[src/rtl/hrm_pkg.sv]
// Shared definitions for the HRM control sequencer: opcodes, FSM states, ALU ops.
package hrm_pkg;

    localparam logic [3:0] OP_INBOX    = 4'h0;
    localparam logic [3:0] OP_OUTBOX   = 4'h1;
    localparam logic [3:0] OP_COPYFROM = 4'h2;
    localparam logic [3:0] OP_COPYTO   = 4'h3;
    localparam logic [3:0] OP_ADD      = 4'h4;
    localparam logic [3:0] OP_SUB      = 4'h5;
    localparam logic [3:0] OP_BUMPUP   = 4'h6;
    localparam logic [3:0] OP_BUMPDN   = 4'h7;
    localparam logic [3:0] OP_JUMP     = 4'h8;
    localparam logic [3:0] OP_JUMPZ    = 4'h9;
    localparam logic [3:0] OP_JUMPN    = 4'hA;
    localparam logic [3:0] OP_HALT     = 4'hF;

    typedef enum logic [3:0] {
        ST_FETCH   = 4'd0,
        ST_LOAD_IR = 4'd1,
        ST_DECODE  = 4'd2,
        ST_OPF     = 4'd3,
        ST_LOAD_OP = 4'd4,
        ST_MEMRD   = 4'd5,
        ST_EXEC    = 4'd6,
        ST_HALT    = 4'd7
    } state_t;

    typedef enum logic [2:0] {
        ALU_PASS_IN = 3'd0,
        ALU_PASS_M  = 3'd1,
        ALU_ADD     = 3'd2,
        ALU_SUB     = 3'd3,
        ALU_INC     = 3'd4,
        ALU_DEC     = 3'd5
    } alu_op_t;

endpackage

[src/rtl/hrm_ctl_if.sv]
// Control bundle between the sequencer and the HRM datapath / IO queues.
interface hrm_ctl_if #(
    parameter int SW = 4
);
    logic [7:0]    rIR;
    logic          inbox_empty;
    logic          outbox_full;
    logic          acc_zero;
    logic          acc_neg;
    logic          wIR;
    logic          wPC;
    logic          pc_sel;
    logic          wM2;
    logic          ram_rd;
    logic          wRam;
    logic          wR;
    logic [2:0]    alu_op;
    logic          inbox_rd;
    logic          outbox_wr;
    logic          halted;
    logic [SW-1:0] state;

    // Sequencer side
    modport master (
        input  rIR, inbox_empty, outbox_full, acc_zero, acc_neg,
        output wIR, wPC, pc_sel, wM2, ram_rd, wRam, wR, alu_op,
               inbox_rd, outbox_wr, halted, state
    );

    // Datapath side
    modport slave (
        output rIR, inbox_empty, outbox_full, acc_zero, acc_neg,
        input  wIR, wPC, pc_sel, wM2, ram_rd, wRam, wR, alu_op,
               inbox_rd, outbox_wr, halted, state
    );
endinterface

[src/rtl/hrm_ctl_decode.sv]
// Combinational opcode classifier for the HRM sequencer.
module hrm_decode
    import hrm_pkg::*;
(
    input  logic [3:0] opcode,
    output logic       two_byte,
    output logic       needs_mem,
    output logic       is_jump,
    output logic       legal,
    output alu_op_t    alu_op
);

    // Classify the opcode into instruction properties and its ALU function
    always_comb begin
        two_byte  = 1'b0;
        needs_mem = 1'b0;
        is_jump   = 1'b0;
        legal     = 1'b1;
        alu_op    = ALU_PASS_IN;
        case (opcode)
            OP_INBOX:    alu_op = ALU_PASS_IN;
            OP_OUTBOX:   ;
            OP_COPYFROM: begin two_byte = 1'b1; needs_mem = 1'b1; alu_op = ALU_PASS_M; end
            OP_COPYTO:   two_byte = 1'b1;
            OP_ADD:      begin two_byte = 1'b1; needs_mem = 1'b1; alu_op = ALU_ADD; end
            OP_SUB:      begin two_byte = 1'b1; needs_mem = 1'b1; alu_op = ALU_SUB; end
            OP_BUMPUP:   begin two_byte = 1'b1; needs_mem = 1'b1; alu_op = ALU_INC; end
            OP_BUMPDN:   begin two_byte = 1'b1; needs_mem = 1'b1; alu_op = ALU_DEC; end
            OP_JUMP,
            OP_JUMPZ,
            OP_JUMPN:    begin two_byte = 1'b1; is_jump = 1'b1; end
            default:     legal = 1'b0;  // HALT and the illegal B..E codes
        endcase
    end

endmodule

[src/rtl/hrm_ctl.sv]
// HRM CPU control sequencer: fetch / operand fetch / RAM read / execute FSM.
module hrm_ctl
    import hrm_pkg::*;
#(
    parameter int SW = 4
) (
    input  logic       clk,
    input  logic       rst_n,
    hrm_ctl_if.master  bus
);

    state_t     cur_state;
    state_t     nxt_state;
    logic [3:0] opcode;
    logic       two_byte;
    logic       needs_mem;
    logic       is_jump;
    logic       legal;
    alu_op_t    dec_alu;
    logic       stall;
    logic       jump_taken;

    logic       wir_q, wpc_q, pc_sel_q, wm2_q, ram_rd_q, wram_q, wr_q;
    logic       inbox_rd_q, outbox_wr_q;
    logic [2:0] alu_op_q;

    assign opcode = bus.rIR[7:4];

    hrm_decode u_decode (
        .opcode    (opcode),
        .two_byte  (two_byte),
        .needs_mem (needs_mem),
        .is_jump   (is_jump),
        .legal     (legal),
        .alu_op    (dec_alu)
    );

    // IO instructions wait in EXEC until their queue handshake can complete
    assign stall = ((opcode == OP_INBOX)  && bus.inbox_empty) ||
                   ((opcode == OP_OUTBOX) && bus.outbox_full);

    assign jump_taken = is_jump && ((opcode == OP_JUMP) ||
                                    ((opcode == OP_JUMPZ) && bus.acc_zero) ||
                                    ((opcode == OP_JUMPN) && bus.acc_neg));

    // State register with synchronous active-low reset
    always_ff @(posedge clk) begin
        if (!rst_n) cur_state <= ST_FETCH;
        else        cur_state <= nxt_state;
    end

    // Next-state selection
    always_comb begin
        nxt_state = cur_state;
        case (cur_state)
            ST_FETCH:   nxt_state = ST_LOAD_IR;
            ST_LOAD_IR: nxt_state = ST_DECODE;
            ST_DECODE: begin
                if (!legal)        nxt_state = ST_HALT;
                else if (two_byte) nxt_state = ST_OPF;
                else               nxt_state = ST_EXEC;
            end
            ST_OPF:     nxt_state = ST_LOAD_OP;
            ST_LOAD_OP: nxt_state = needs_mem ? ST_MEMRD : ST_EXEC;
            ST_MEMRD:   nxt_state = ST_EXEC;
            ST_EXEC:    nxt_state = stall ? ST_EXEC : ST_FETCH;
            ST_HALT:    nxt_state = ST_HALT;
            default:    nxt_state = ST_FETCH;
        endcase
    end

    // Strobe generation; everything is forced low while reset is held
    always_comb begin
        wir_q       = 1'b0;
        wpc_q       = 1'b0;
        pc_sel_q    = 1'b0;
        wm2_q       = 1'b0;
        ram_rd_q    = 1'b0;
        wram_q      = 1'b0;
        wr_q        = 1'b0;
        inbox_rd_q  = 1'b0;
        outbox_wr_q = 1'b0;
        alu_op_q    = '0;
        case (cur_state)
            ST_LOAD_IR: begin
                wir_q = 1'b1;
                wpc_q = 1'b1;
            end
            ST_LOAD_OP: begin
                wm2_q = 1'b1;
                wpc_q = 1'b1;
            end
            ST_MEMRD: ram_rd_q = 1'b1;
            ST_EXEC: begin
                case (opcode)
                    OP_INBOX: begin
                        if (!bus.inbox_empty) begin
                            inbox_rd_q = 1'b1;
                            wr_q       = 1'b1;
                        end
                    end
                    OP_OUTBOX:   outbox_wr_q = !bus.outbox_full;
                    OP_COPYFROM,
                    OP_ADD,
                    OP_SUB:      wr_q = 1'b1;
                    OP_COPYTO:   wram_q = 1'b1;
                    OP_BUMPUP,
                    OP_BUMPDN: begin
                        wr_q   = 1'b1;
                        wram_q = 1'b1;
                    end
                    default: begin
                        wpc_q    = jump_taken;
                        pc_sel_q = jump_taken;
                    end
                endcase
                if (wr_q) alu_op_q = dec_alu;
            end
            default: ;
        endcase
        if (!rst_n) begin
            wir_q       = 1'b0;
            wpc_q       = 1'b0;
            pc_sel_q    = 1'b0;
            wm2_q       = 1'b0;
            ram_rd_q    = 1'b0;
            wram_q      = 1'b0;
            wr_q        = 1'b0;
            inbox_rd_q  = 1'b0;
            outbox_wr_q = 1'b0;
            alu_op_q    = '0;
        end
    end

    assign bus.wIR       = wir_q;
    assign bus.wPC       = wpc_q;
    assign bus.pc_sel    = pc_sel_q;
    assign bus.wM2       = wm2_q;
    assign bus.ram_rd    = ram_rd_q;
    assign bus.wRam      = wram_q;
    assign bus.wR        = wr_q;
    assign bus.alu_op    = alu_op_q;
    assign bus.inbox_rd  = inbox_rd_q;
    assign bus.outbox_wr = outbox_wr_q;
    assign bus.halted    = (cur_state == ST_HALT);
    assign bus.state     = SW'(cur_state);

endmodule

[src/flat_wrapper.sv]
// flat-port wrapper written by rule: the top's interface ports become plain ports
module hrm_ctl_flat import hrm_pkg::*;
#(
    parameter int SW = 4
)
  (clk, rst_n, bus_rIR, bus_inbox_empty, bus_outbox_full, bus_acc_zero, bus_acc_neg, bus_wIR, bus_wPC, bus_pc_sel, bus_wM2, bus_ram_rd, bus_wRam, bus_wR, bus_alu_op, bus_inbox_rd, bus_outbox_wr, bus_halted, bus_state);
  hrm_ctl_if #(.SW(SW)) bus_i ();
  input  logic clk;
  input  logic rst_n;
  input wire logic [$bits(bus_i.rIR)-1:0] bus_rIR;
  input wire logic [$bits(bus_i.inbox_empty)-1:0] bus_inbox_empty;
  input wire logic [$bits(bus_i.outbox_full)-1:0] bus_outbox_full;
  input wire logic [$bits(bus_i.acc_zero)-1:0] bus_acc_zero;
  input wire logic [$bits(bus_i.acc_neg)-1:0] bus_acc_neg;
  output wire logic [$bits(bus_i.wIR)-1:0] bus_wIR;
  output wire logic [$bits(bus_i.wPC)-1:0] bus_wPC;
  output wire logic [$bits(bus_i.pc_sel)-1:0] bus_pc_sel;
  output wire logic [$bits(bus_i.wM2)-1:0] bus_wM2;
  output wire logic [$bits(bus_i.ram_rd)-1:0] bus_ram_rd;
  output wire logic [$bits(bus_i.wRam)-1:0] bus_wRam;
  output wire logic [$bits(bus_i.wR)-1:0] bus_wR;
  output wire logic [$bits(bus_i.alu_op)-1:0] bus_alu_op;
  output wire logic [$bits(bus_i.inbox_rd)-1:0] bus_inbox_rd;
  output wire logic [$bits(bus_i.outbox_wr)-1:0] bus_outbox_wr;
  output wire logic [$bits(bus_i.halted)-1:0] bus_halted;
  output wire logic [$bits(bus_i.state)-1:0] bus_state;
  assign bus_i.rIR = bus_rIR;
  assign bus_i.inbox_empty = bus_inbox_empty;
  assign bus_i.outbox_full = bus_outbox_full;
  assign bus_i.acc_zero = bus_acc_zero;
  assign bus_i.acc_neg = bus_acc_neg;
  assign bus_wIR = bus_i.wIR;
  assign bus_wPC = bus_i.wPC;
  assign bus_pc_sel = bus_i.pc_sel;
  assign bus_wM2 = bus_i.wM2;
  assign bus_ram_rd = bus_i.ram_rd;
  assign bus_wRam = bus_i.wRam;
  assign bus_wR = bus_i.wR;
  assign bus_alu_op = bus_i.alu_op;
  assign bus_inbox_rd = bus_i.inbox_rd;
  assign bus_outbox_wr = bus_i.outbox_wr;
  assign bus_halted = bus_i.halted;
  assign bus_state = bus_i.state;
  hrm_ctl #(.SW(SW)) u_core (.clk(clk), .rst_n(rst_n), .bus(bus_i));
endmodule
[config.mk]
export PLATFORM = sky130hd
export DESIGN_NAME = hrm_ctl_flat
export DESIGN_NICKNAME = d
export VERILOG_FILES = /design/src/rtl/hrm_pkg.sv /design/src/rtl/hrm_ctl_if.sv /design/src/rtl/hrm_ctl_decode.sv /design/src/rtl/hrm_ctl.sv /design/src/flat_wrapper.sv
export SDC_FILE = /design/constraint.sdc
export NUM_CORES = 1
export LEC_CHECK = 0
export BUFFER_PORTS_ARGS = -buffer_cell sky130_fd_sc_hd__buf_2
export CORE_AREA = 2 2 39 41
export CTS_BUF_LIST = sky130_fd_sc_hd__clkbuf_16
export DETAILED_ROUTE_END_ITERATION = 10
export DIE_AREA = 0 0 41 43
export GPL_TIMING_DRIVEN = 0
export PLACE_DENSITY_LB_ADDON = 0.3
export SYNTH_ARGS = -nofsm -noshare
export SYNTH_HDL_FRONTEND = slang
export SYNTH_SLANG_ARGS = --single-unit
[constraint.sdc]
create_clock -name clk -period 1.8 [get_ports clk]
set_clock_uncertainty 0.1 [all_clocks]
set_input_delay 0.36 -clock clk [delete_from_list [all_inputs] [get_ports clk]]
set_output_delay 0.36 -clock clk [all_outputs]
set_load 0.01 [all_outputs]
==> impl_metrics.tcl, run 1 <==
set metrics [dict create \
    outcome "finished with violations" \
    failing_checks "negative setup slack" \
    leakage_nw 0.365 \
    final_layout_size_suffix_gt1_share_pct 58.3 \
    gr_util_all_layers_pct 13.5 \
    dp_slack_ps -66.8 \
    drtPass1Iterations 2 \
    synthTopCellsByArea "sky130_fd_sc_hd__dfxtp_1 (15%), sky130_fd_sc_hd__buf_4 (7.7%), sky130_fd_sc_hd__nor3_1 (6.5%)" \
    insertion_delay_ps 220 \
    final_min_period_over_clock_period_pct 103 \
    drt-vias-per-instance 4.83 \
    wirelength_um 1080 \
    net_count_reported_at_finish 99 \
    worst-path-buf-inv 3 \
    htree_num_levels 1 \
    critical_path.reg2reg.endpoint "u_core.bus.state[2]" \
    cp.depth 5 \
    critical_path.cell_chain "nand4b_1 > buf_4 > buf_6 > nor3_4 > buf_2" \
    route.vias.total 483 \
    synthesis.nets 68 \
    startpoint "u_core.bus.state[0]" \
    ff2ff_setup_slack_ps 490 \
    detail_route.drc_violations 0 \
    netlist_instances 54 \
    root_buf_cell "sky130_fd_sc_hd__clkbuf_16" \
    cts_num_sinks 3 \
    unrepaired_setup_endpoints_after_global_routing "true" \
    floorplan.initialDensity_pct 28.0 \
    largest_register_ffs 3 \
    wl_met3_um 86 \
    total_standard_cell_area_after_synthesis_um2 388 \
    total_power_w 0.000634 \
    r2r_start "u_core.bus.state[0]" \
    netlist.top_cell.by_area "sky130_fd_sc_hd__dfxtp_1" \
    vdd.ir_drop.worst_mv 0.440 \
    detail_route.wl_per_cell_um 10.8 \
    netSwitchingPower_w 0.000169 \
    synth_edf_count 0 \
    fp-row-count 14 \
    met2_length_um 533 \
    grt_start_max_net_pins 11 \
    synth_top_cell_area_share_pct 15.5 \
    final_critical_path_setup_slack_ps -49.2 \
    synth-warning-count 0 \
    ys_ff_latch 3 \
    core_utilization_of_the_finished_layout_pct 50.5 \
    worst_path_dominant_cell_family "buffers and inverters" \
    tritoncts "yes" \
    clockBufferDepth 2 \
    startpoint_type "flip-flop" \
    cpPeakStageDelay_ps 310 \
    area.growth.synth_to_final_pct 80.3 \
    cts_hold_buf 0 \
    floorplan.die.height_um 43 \
    port_buffers 22 \
    cap_viol_max_count 0 \
    setup_tns_ps -136 \
    post_synth_num_cell_types 29 \
    layout_min_cycle_time_ps 1850 \
    number_of_drc_markers_after_the_initial_detailed_route_iteration 2 \
    grt_pass1_vias 402 \
    die-area_mm2 0.00176 \
    global_route_wire_length_before_repair_um 1640 \
    routed.top_layer "met3" \
    gpl.final_weighted_congestion 0.755 \
    clkPwrFrac_pct 53.1 \
    fmax_ghz 0.541 \
    endpoint_kind "primary output" \
    path_max_fanout 3 \
    timing.critical_path.slowest_stage_cell "sky130_fd_sc_hd__dfxtp_2" \
    top_level_ports 31 \
    worstPathRequired_ps 1340 \
    place_inst 92 \
    grt.overflow.total 0 \
    worstRegToRegCells 4 \
    num_antenna_cells 0 \
    p_seq_share_pct 15.5 \
    instances_no_fill 100 \
    fraction_of_synthesis_flops_using_an_asynchronous_set_or_reset_pin_pct 0 \
    combinationalPowerShare_pct 31.4 \
    timing.final.max_slew_violations 0 \
    worst-setup-path-type "reg2out" \
    routedLengthMet1_um 459 \
    p_int_w 0.000465 \
    timing.final.hold_violations 0 \
    worst_hold_path_type "in2reg" \
    power.density_mw_per_mm2 907 \
    timing.final.setup_violations 5 \
    clk_pin_slew_worst_paths_ps 30 \
    design.core.area_mm2 0.00138 \
    drt.antenna.violating_nets 0 \
    cts_made_buffers 3 \
    floorplan.die.width_um 41 \
    post-dp-hpwl_um 736 \
    setup.worst_path.end "bus_alu_op[0]" \
    grt_antenna_before_repair 0 \
    cp.arrival_ps 1390 \
    avgSynthCellArea_um2 7.18 \
    netSwitchingFraction_pct 26.6 \
    ys_seq_area_share_pct 15.5 \
    slew-limit-headroom_pct 65.4 \
    slew_worst_pin_ps 515 \
    synth_ff_type "sky130_fd_sc_hd__dfxtp_1" \
]
-- cell usage after synthesis, types with 3 or more instances --
cell type                 number
sky130_fd_sc_hd__buf_4         4
sky130_fd_sc_hd__dfxtp_1       3
sky130_fd_sc_hd__nor2_1        6
sky130_fd_sc_hd__nor3_1        5
sky130_fd_sc_hd__nand2_1       4
-- cell usage in the layout, fill, tap and decap left out, types with 2 or more instances in the layout --
cell type / count
sky130_fd_sc_hd__buf_4: 7
sky130_fd_sc_hd__nor3_4: 2
sky130_fd_sc_hd__or3_1: 2
sky130_fd_sc_hd__nor2_1: 5
sky130_fd_sc_hd__buf_6: 3
sky130_fd_sc_hd__dfxtp_2: 2
sky130_fd_sc_hd__inv_1: 2
sky130_fd_sc_hd__a21oi_1: 2
sky130_fd_sc_hd__o21ai_0: 2
sky130_fd_sc_hd__and3_1: 2
sky130_fd_sc_hd__nor3_2: 2
sky130_fd_sc_hd__a211oi_1: 2
sky130_fd_sc_hd__clkbuf_16: 3
sky130_fd_sc_hd__nand2_1: 3
sky130_fd_sc_hd__nor3_1: 2
sky130_fd_sc_hd__buf_2: 22
-- what timing repair did --
item,in CTS,in global routing
gates cloned,0,0
endpoints found under the setup margin,9,8
pin swaps,4,11
setup buffers,2,3
gates resized for setup,9,9
-- worst min path at each step --
stage                                     end  depth (start not counted)  slack [ps]  startpoint
after floorplan           u_core.bus.state[0]                          1         390       rst_n
after CTS                 u_core.bus.state[0]                          2         320       rst_n
final                     u_core.bus.state[0]                          2         310       rst_n
after global routing      u_core.bus.state[0]                          2         320       rst_n
after global placement    u_core.bus.state[0]                          2         540       rst_n
after detailed placement  u_core.bus.state[0]                          2         550       rst_n
-- metrics by stage --
stage                     hold slack, ps  instance area [um^2]
after floorplan                      388                   388
after global placement               535                   518
after detailed placement             545                   518
after CTS                            323                   651
after global routing                 322                   699
final                                314                   699
-- power by group through the flow --
stage / clock (W) / combinational [W] / sequential [W]
finish: 0.000337 / 0.000199 / 0.0000983
global route: 0.000347 / 0.000220 / 0.000101
CTS: 0.000341 / 0.000194 / 0.000102
detailed placement: 0 / 0.000174 / 0.0000990
global placement: 0 / 0.000171 / 0.0000983
floorplan: 0 / 0.000114 / 0.000104
-- cell families after synthesis --
family,share of synthesized area [%]
and+or+nand+nor,44.2
xor gates and xnor gates,2.26
DFF,15.5
other,0.967
muxes,5.48
buffers and inverters,14.5
AOI/OAI and AO/OA,17.1
-- routing by layer --
layer  track usage (%)  vias up
li1                  -      253
met1              15.3      210
met2              22.5       20
met3              6.28        0
met4              2.00        0
met5                 0        -
-- area by class of cell --
cell class                 instances  area, um^2
buffer                             5        45.0
clock buffer                       3        75.1
clock inverter                     1        3.75
fill                             146         684
inverter                           1        3.75
multi-input combinational         44         334
sequential                         3        66.3
tap                               16        20.0
timing repair buffer              27         151
Note: power is estimated with default switching activity, not from simulation.
==> run 2: changes to the inputs <==
==> constraint.sdc (replaced) <==
create_clock -name clk -period 2.24 [get_ports clk]
set_clock_uncertainty 0.1 [all_clocks]
set_input_delay 0.448 -clock clk [delete_from_list [all_inputs] [get_ports clk]]
set_output_delay 0.448 -clock clk [all_outputs]
set_load 0.01 [all_outputs]
==> run 2 against run 1 <==
- the run now ends clean
- final cell count is 3.0% lower
- critical path depth is 1 higher
- critical endpoint is now bus_wPC
- power is 23% lower
- highest routed layer unchanged
- first-iteration DRC count is 50% lower
==> impl_metrics.tcl, run 2 (synthesized netlist as in run 1, its figures left out) <==
set metrics [dict create \
    cp.arrival_ps 1480 \
    routedLengthMet1_um 455 \
    insertion_delay_ps 220 \
    placement.cell_area_um2 518 \
    grt_pass1_vias 382 \
    clockBufferDepth 2 \
    die-area_mm2 0.00176 \
    detail_route.wl_per_cell_um 10.2 \
    worst_hold_slack_ps 412 \
    gr_util_all_layers_pct 12.4 \
    postLayoutCellArea_um2 604 \
    timing.final.max_slew_violations 0 \
    most_frequent_cells_in_the_layout "sky130_fd_sc_hd__buf_2 (22), sky130_fd_sc_hd__nor2_1 (6), sky130_fd_sc_hd__buf_4 (5), sky130_fd_sc_hd__nor3_1 (5), sky130_fd_sc_hd__nand2_1 (4)" \
    outcome "finished, final reports clean" \
    cpMostUsedCell "sky130_fd_sc_hd__buf_2" \
    tritoncts "yes" \
    met2_length_um 445 \
    grt_antenna_before_repair 0 \
    grt_start_max_net_pins 11 \
    cts_num_sinks 3 \
    worst_hold_path_type "in2reg" \
    top_level_ports 31 \
    p_int_w 0.000363 \
    worst-path-buf-inv 2 \
    timing.critical_path.slowest_stage_cell "sky130_fd_sc_hd__or3_1" \
    clk_pin_slew_worst_paths_ps 30 \
    critical_path.cell_chain "buf_2 > nor2b_2 > a32oi_1 > nor3_2 > or3_1 > buf_2" \
    net_count_reported_at_finish 96 \
    timing.hold.worst.start "rst_n" \
    core_utilization_of_the_finished_layout_pct 43.7 \
    wl_met3_um 86 \
    final_min_period_over_clock_period_pct 90.7 \
    critical_path.reg2reg.endpoint "u_core.bus.state[2]" \
    port_buffers 22 \
    startpoint "bus_rIR[5]" \
    leakage_nw 0.313 \
    power.density_mw_per_mm2 810 \
    layout.cells.most_common "sky130_fd_sc_hd__buf_2" \
    clkPwrFrac_pct 55.3 \
    ff2ff_setup_slack_ps 930 \
    largest_register_ffs 3 \
    wirelength_um 987 \
    drt.antenna.violating_nets 0 \
    layout_min_cycle_time_ps 2030 \
    startpoint_type "primary input" \
    dp_slack_ps 197 \
    routed.top_layer "met3" \
    hold_path_depth 2 \
    r2r_start "u_core.bus.state[0]" \
    floorplan.die.height_um 43 \
    design.core.area_mm2 0.00138 \
    timing.final.hold_violations 0 \
    netSwitchingPower_w 0.000127 \
    final_layout_size_suffix_gt1_share_pct 43.2 \
    worstRegToRegCells 4 \
    worstPathRequired_ps 1690 \
    drt-vias-per-instance 4.80 \
    worst_path_dominant_cell_family "simple AND/OR/NAND/NOR gates" \
    detail_route.drc_violations 0 \
    endpoint_with_the_worst_hold_slack "u_core.bus.state[0]" \
    endpoint_kind "primary output" \
    vdd.ir_drop.worst_mv 0.344 \
    worst-setup-path-type "in2out" \
    htree_num_levels 1 \
    grt.overflow.total 0 \
    path_max_fanout 7 \
    num_antenna_cells 0 \
    cts_hold_buf 0 \
    number_of_drc_markers_after_the_initial_detailed_route_iteration 1 \
    floorplan.die.width_um 41 \
    route.vias.total 466 \
    cpPeakStageDelay_ps 330 \
    fmax_ghz 0.492 \
    cts_made_buffers 3 \
    combinationalPowerShare_pct 28.7 \
    drtPass1Iterations 4 \
    floorplan.initialDensity_pct 28.0 \
    final_critical_path_setup_slack_ps 209 \
    post-dp-hpwl_um 736 \
    fp-row-count 14 \
    root_buf_cell "sky130_fd_sc_hd__clkbuf_16" \
    gpl.final_weighted_congestion 0.755 \
    global_route_wire_length_before_repair_um 1520 \
    unrepaired_setup_endpoints_after_global_routing "false" \
    area.growth.synth_to_final_pct 55.8 \
    cap_viol_max_count 0 \
    netSwitchingFraction_pct 25.9 \
    setup_tns_ps 0 \
    p_seq_share_pct 16.0 \
    timing.final.setup_violations 0 \
]
==> run 2: cell types whose count changed in the layout (fill, tap and decap cells not counted), sizes merged <==
cell,change
buf,-3
==> run 2: layout make-up <==
type | count | area (um^2)
fillers | 158 | 779
multi-input cells | 44 | 272
repair buffers | 23 | 118
clock buffers | 3 | 75.1
flip-flops and latches | 3 | 60.1
plain buffers | 6 | 52.6
well taps | 16 | 20.0
clock inverters | 1 | 3.75
inverters | 1 | 3.75
==> run 2: timing repair <==
action | in CTS | in global routing
setup buffers | 0 | 1
gates resized for setup | 0 | 0
endpoints found under the setup margin | 0 | 1
==> run 2: power groups by stage <==
stage / logic, W / clock network (W) / registers, W
floorplan: 0.0000915 / 0 / 0.0000839
global placement: 0.000138 / 0 / 0.0000790
detailed placement: 0.000140 / 0 / 0.0000795
CTS: 0.000142 / 0.000274 / 0.0000793
global route: 0.000156 / 0.000279 / 0.0000812
finish: 0.000141 / 0.000271 / 0.0000784
==> run 2: worst register-to-register path, cell delays in order (launching register included) <==
cell and delay (ps):
sky130_fd_sc_hd__dfxtp_1 310, sky130_fd_sc_hd__buf_4 160, sky130_fd_sc_hd__or3_1 340, sky130_fd_sc_hd__a31oi_1 200, sky130_fd_sc_hd__nor3b_1 70
==> run 2: how the worst max path moves through the flow <==
stage	end	slack, ps	depth (start not counted)
3_3_place_gp	bus_wPC	200	6
5_1_grt	bus_outbox_wr	120	5
3_5_place_dp	bus_wPC	200	6
2_1_floorplan	bus_wPC	370	5
6_report	bus_wPC	210	6
4_1_cts	bus_outbox_wr	120	4
==> run 2: per-layer routing <==
metal  up-vias  GRT usage [%]
met5         -              0
met4         0           2.00
met3         0           6.28
met2        20           20.3
met1       202           14.0
li1        244              -
==> run 2: stage by stage <==
stage,total power [W],std cells
after floorplan,0.000175,54
after global placement,0.000217,92
after detailed placement,0.000219,92
after CTS,0.000495,96
after global routing,0.000516,97
final,0.000490,97
==> run 3: changes to the inputs <==
--- a/config.mk
+++ b/config.mk
@@ -5,11 +5,11 @@
 export SDC_FILE = /design/constraint.sdc
 export NUM_CORES = 1
 export LEC_CHECK = 0
-export BUFFER_PORTS_ARGS = -buffer_cell sky130_fd_sc_hd__buf_2
 export CORE_AREA = 2 2 39 41
 export CTS_BUF_LIST = sky130_fd_sc_hd__clkbuf_16
 export DETAILED_ROUTE_END_ITERATION = 10
 export DIE_AREA = 0 0 41 43
+export DONT_BUFFER_PORTS = 1
 export GPL_TIMING_DRIVEN = 0
 export PLACE_DENSITY_LB_ADDON = 0.3
 export SYNTH_ARGS = -nofsm -noshare
==> run 3 against run 2 <==
- worst setup slack worse by 58 ps
- first-iteration DRC count rose to 4.0 times the previous value
- clock power rose by 3%
- core utilization is 7.5 points lower
- final cell count down 23%
- sequential power increased by 10%
- sequential cell count did not move
- power shrank 3.8%
- fmax fell by 2.8%
- via count is 15% lower
- non-clock buffer count is 22 lower
- highest routed layer is now met4
==> impl_metrics.tcl, run 3 (synthesized netlist as in run 1, its figures left out) <==
set metrics [dict create \
    worst_hold_path_type "in2reg" \
    largest_register_ffs 3 \
    tritoncts "yes" \
    seqCellArea_um2 60.1 \
    layout_min_cycle_time_ps 2090 \
    final_min_period_over_clock_period_pct 93.3 \
    floorplan.die.width_um 41 \
    htree_num_levels 1 \
    fp-row-count 14 \
    netSwitchingPower_w 0.000125 \
    place_inst 70 \
    power.density_mw_per_mm2 941 \
    endpoint_kind "primary output" \
    multi_input_comb_area_um2 278 \
    timing.final.hold_violations 0 \
    setup_tns_ps 0 \
    instances_no_fill 75 \
    vdd.ir_drop.worst_mv 0.309 \
    design.core.area_mm2 0.00138 \
    fillerInstances 162 \
    cts_num_sinks 3 \
    clockBufferDepth 2 \
    cts_made_buffers 3 \
    area.growth.synth_to_final_pct 29.0 \
    insertion_delay_ps 220 \
    worst_path_dominant_cell_family "simple AND/OR/NAND/NOR gates" \
    final_layout_size_suffix_gt1_share_pct 22.0 \
    drt-vias-per-instance 5.27 \
    path_max_fanout 10 \
    total_power_w 0.000471 \
    global_route_wire_length_before_repair_um 1240 \
    grt_pass1_vias 309 \
    worst-path-buf-inv 1 \
    timing.critical_path.slowest_stage_cell "sky130_fd_sc_hd__dfxtp_1" \
    net_count_reported_at_finish 74 \
    grt.overflow.total 0 \
    combinationalPowerShare_pct 22.3 \
    cts_hold_buf 0 \
    cap_viol_max_count 0 \
    gpl.final_weighted_congestion 0.690 \
    drtPass1Iterations 2 \
    worstPathRequired_ps 1690 \
    cpPeakStageDelay_ps 500 \
    gr_util_all_layers_pct 10.6 \
    grt_start_max_net_pins 11 \
    startpoint_type "flip-flop" \
    most_frequent_cells_in_the_layout "sky130_fd_sc_hd__nor2_1 (6), sky130_fd_sc_hd__buf_4 (5), sky130_fd_sc_hd__nor3_1 (5), sky130_fd_sc_hd__nand2_1 (4)" \
    worst-setup-path-type "reg2out" \
    clkPwrFrac_pct 59.4 \
    detail_route.drc_violations 0 \
    floorplan.die.height_um 43 \
    wirelength_um 890 \
    unrepaired_setup_endpoints_after_global_routing "false" \
    number_of_drc_markers_after_the_initial_detailed_route_iteration 4 \
    floorplan.initialDensity_pct 28.0 \
    top_level_ports 31 \
    route.vias.total 395 \
    root_buf_cell "sky130_fd_sc_hd__clkbuf_16" \
    drt.antenna.violating_nets 0 \
    netSwitchingFraction_pct 26.6 \
    grt_antenna_before_repair 0 \
    outcome "finished, final reports clean" \
    leakage_nw 0.214 \
    critical_path.cell_chain "nand4b_1 > buf_4 > nor3_4 > or3_1" \
    cp.arrival_ps 1540 \
    layout.cells.most_common "sky130_fd_sc_hd__nor2_1" \
    port_buffers 0 \
    timing.final.setup_violations 0 \
    fmax_ghz 0.479 \
    detail_route.wl_per_cell_um 11.9 \
    die-area_mm2 0.00176 \
    timing.final.max_slew_violations 0 \
    num_antenna_cells 0 \
    clk_pin_slew_worst_paths_ps 30 \
    core_utilization_of_the_finished_layout_pct 36.2 \
    p_int_w 0.000346 \
    post-dp-hpwl_um 662 \
    p_seq_share_pct 18.4 \
]
## run 3: changes by cell type in the layout (fill, tap and decap cells not counted)
cell,change
sky130_fd_sc_hd__buf_2,-22
sky130_fd_sc_hd__nor3_4,+1
sky130_fd_sc_hd__nor3_2,-1
## run 3: layout make-up
class | instances | share of cell area (%)
multi-input combinational | 44 | 55.5
sequential | 3 | 12.0
clock buffer | 3 | 15.0
timing repair buffer | 1 | 1.50
tap | 16 | 4.00
buffer | 6 | 10.5
clock inverter | 1 | 0.750
inverter | 1 | 0.750
## run 3: power groups by stage
stage	clock [W]	sequential [W]	combinational, W
after floorplan	0	0.0000839	0.0000915
after global placement	0	0.0000872	0.000104
after detailed placement	0	0.0000876	0.000104
after CTS	0.000285	0.0000869	0.000104
after global routing	0.000290	0.0000896	0.000120
final	0.000280	0.0000865	0.000105
## run 3: path summary, 6_finish.rpt
check,startpoint,endpoint,slack [ps],cells past startpoint
min,rst_n,u_core.bus.state[0],250,1
max reg2reg,u_core.bus.state[0],u_core.bus.state[2],930,4
max,u_core.bus.state[2],bus_wPC,150,4
min reg2reg,u_core.bus.state[2],u_core.bus.state[2],590,2
## run 3: timing repair
item	4_1_cts	5_1_grt
gates resized for setup	0	1
setup endpoints to repair	0	3
buffers inserted	0	1
## run 3: worst reg2reg max path, delay by kind of cell (launching register included)
| family | cells | cell delay (ps) |
|---|---|---|
| buf+inv | 1 | 180 |
| compound gates | 1 | 170 |
| flops | 1 | 340 |
| simple gates | 2 | 400 |
## run 3: layer usage
metal	wire, um	vias to the layer above	global-route usage (%)
met3	101	2	5.76
met1	408	169	13.7
met2	361	24	13.4
met5	0	-	0
li1	-	200	-
met4	19	0	6.00
## run 3: through the flow
stage / worst slack (ps) / hold WS [ps] / instance area [um^2]
floorplan: 374 / 476 / 388
global route: 24.2 / 255 / 500
CTS: 24.1 / 255 / 487
global placement: 249 / 484 / 408
detailed placement: 269 / 487 / 408
finish: 151 / 255 / 500
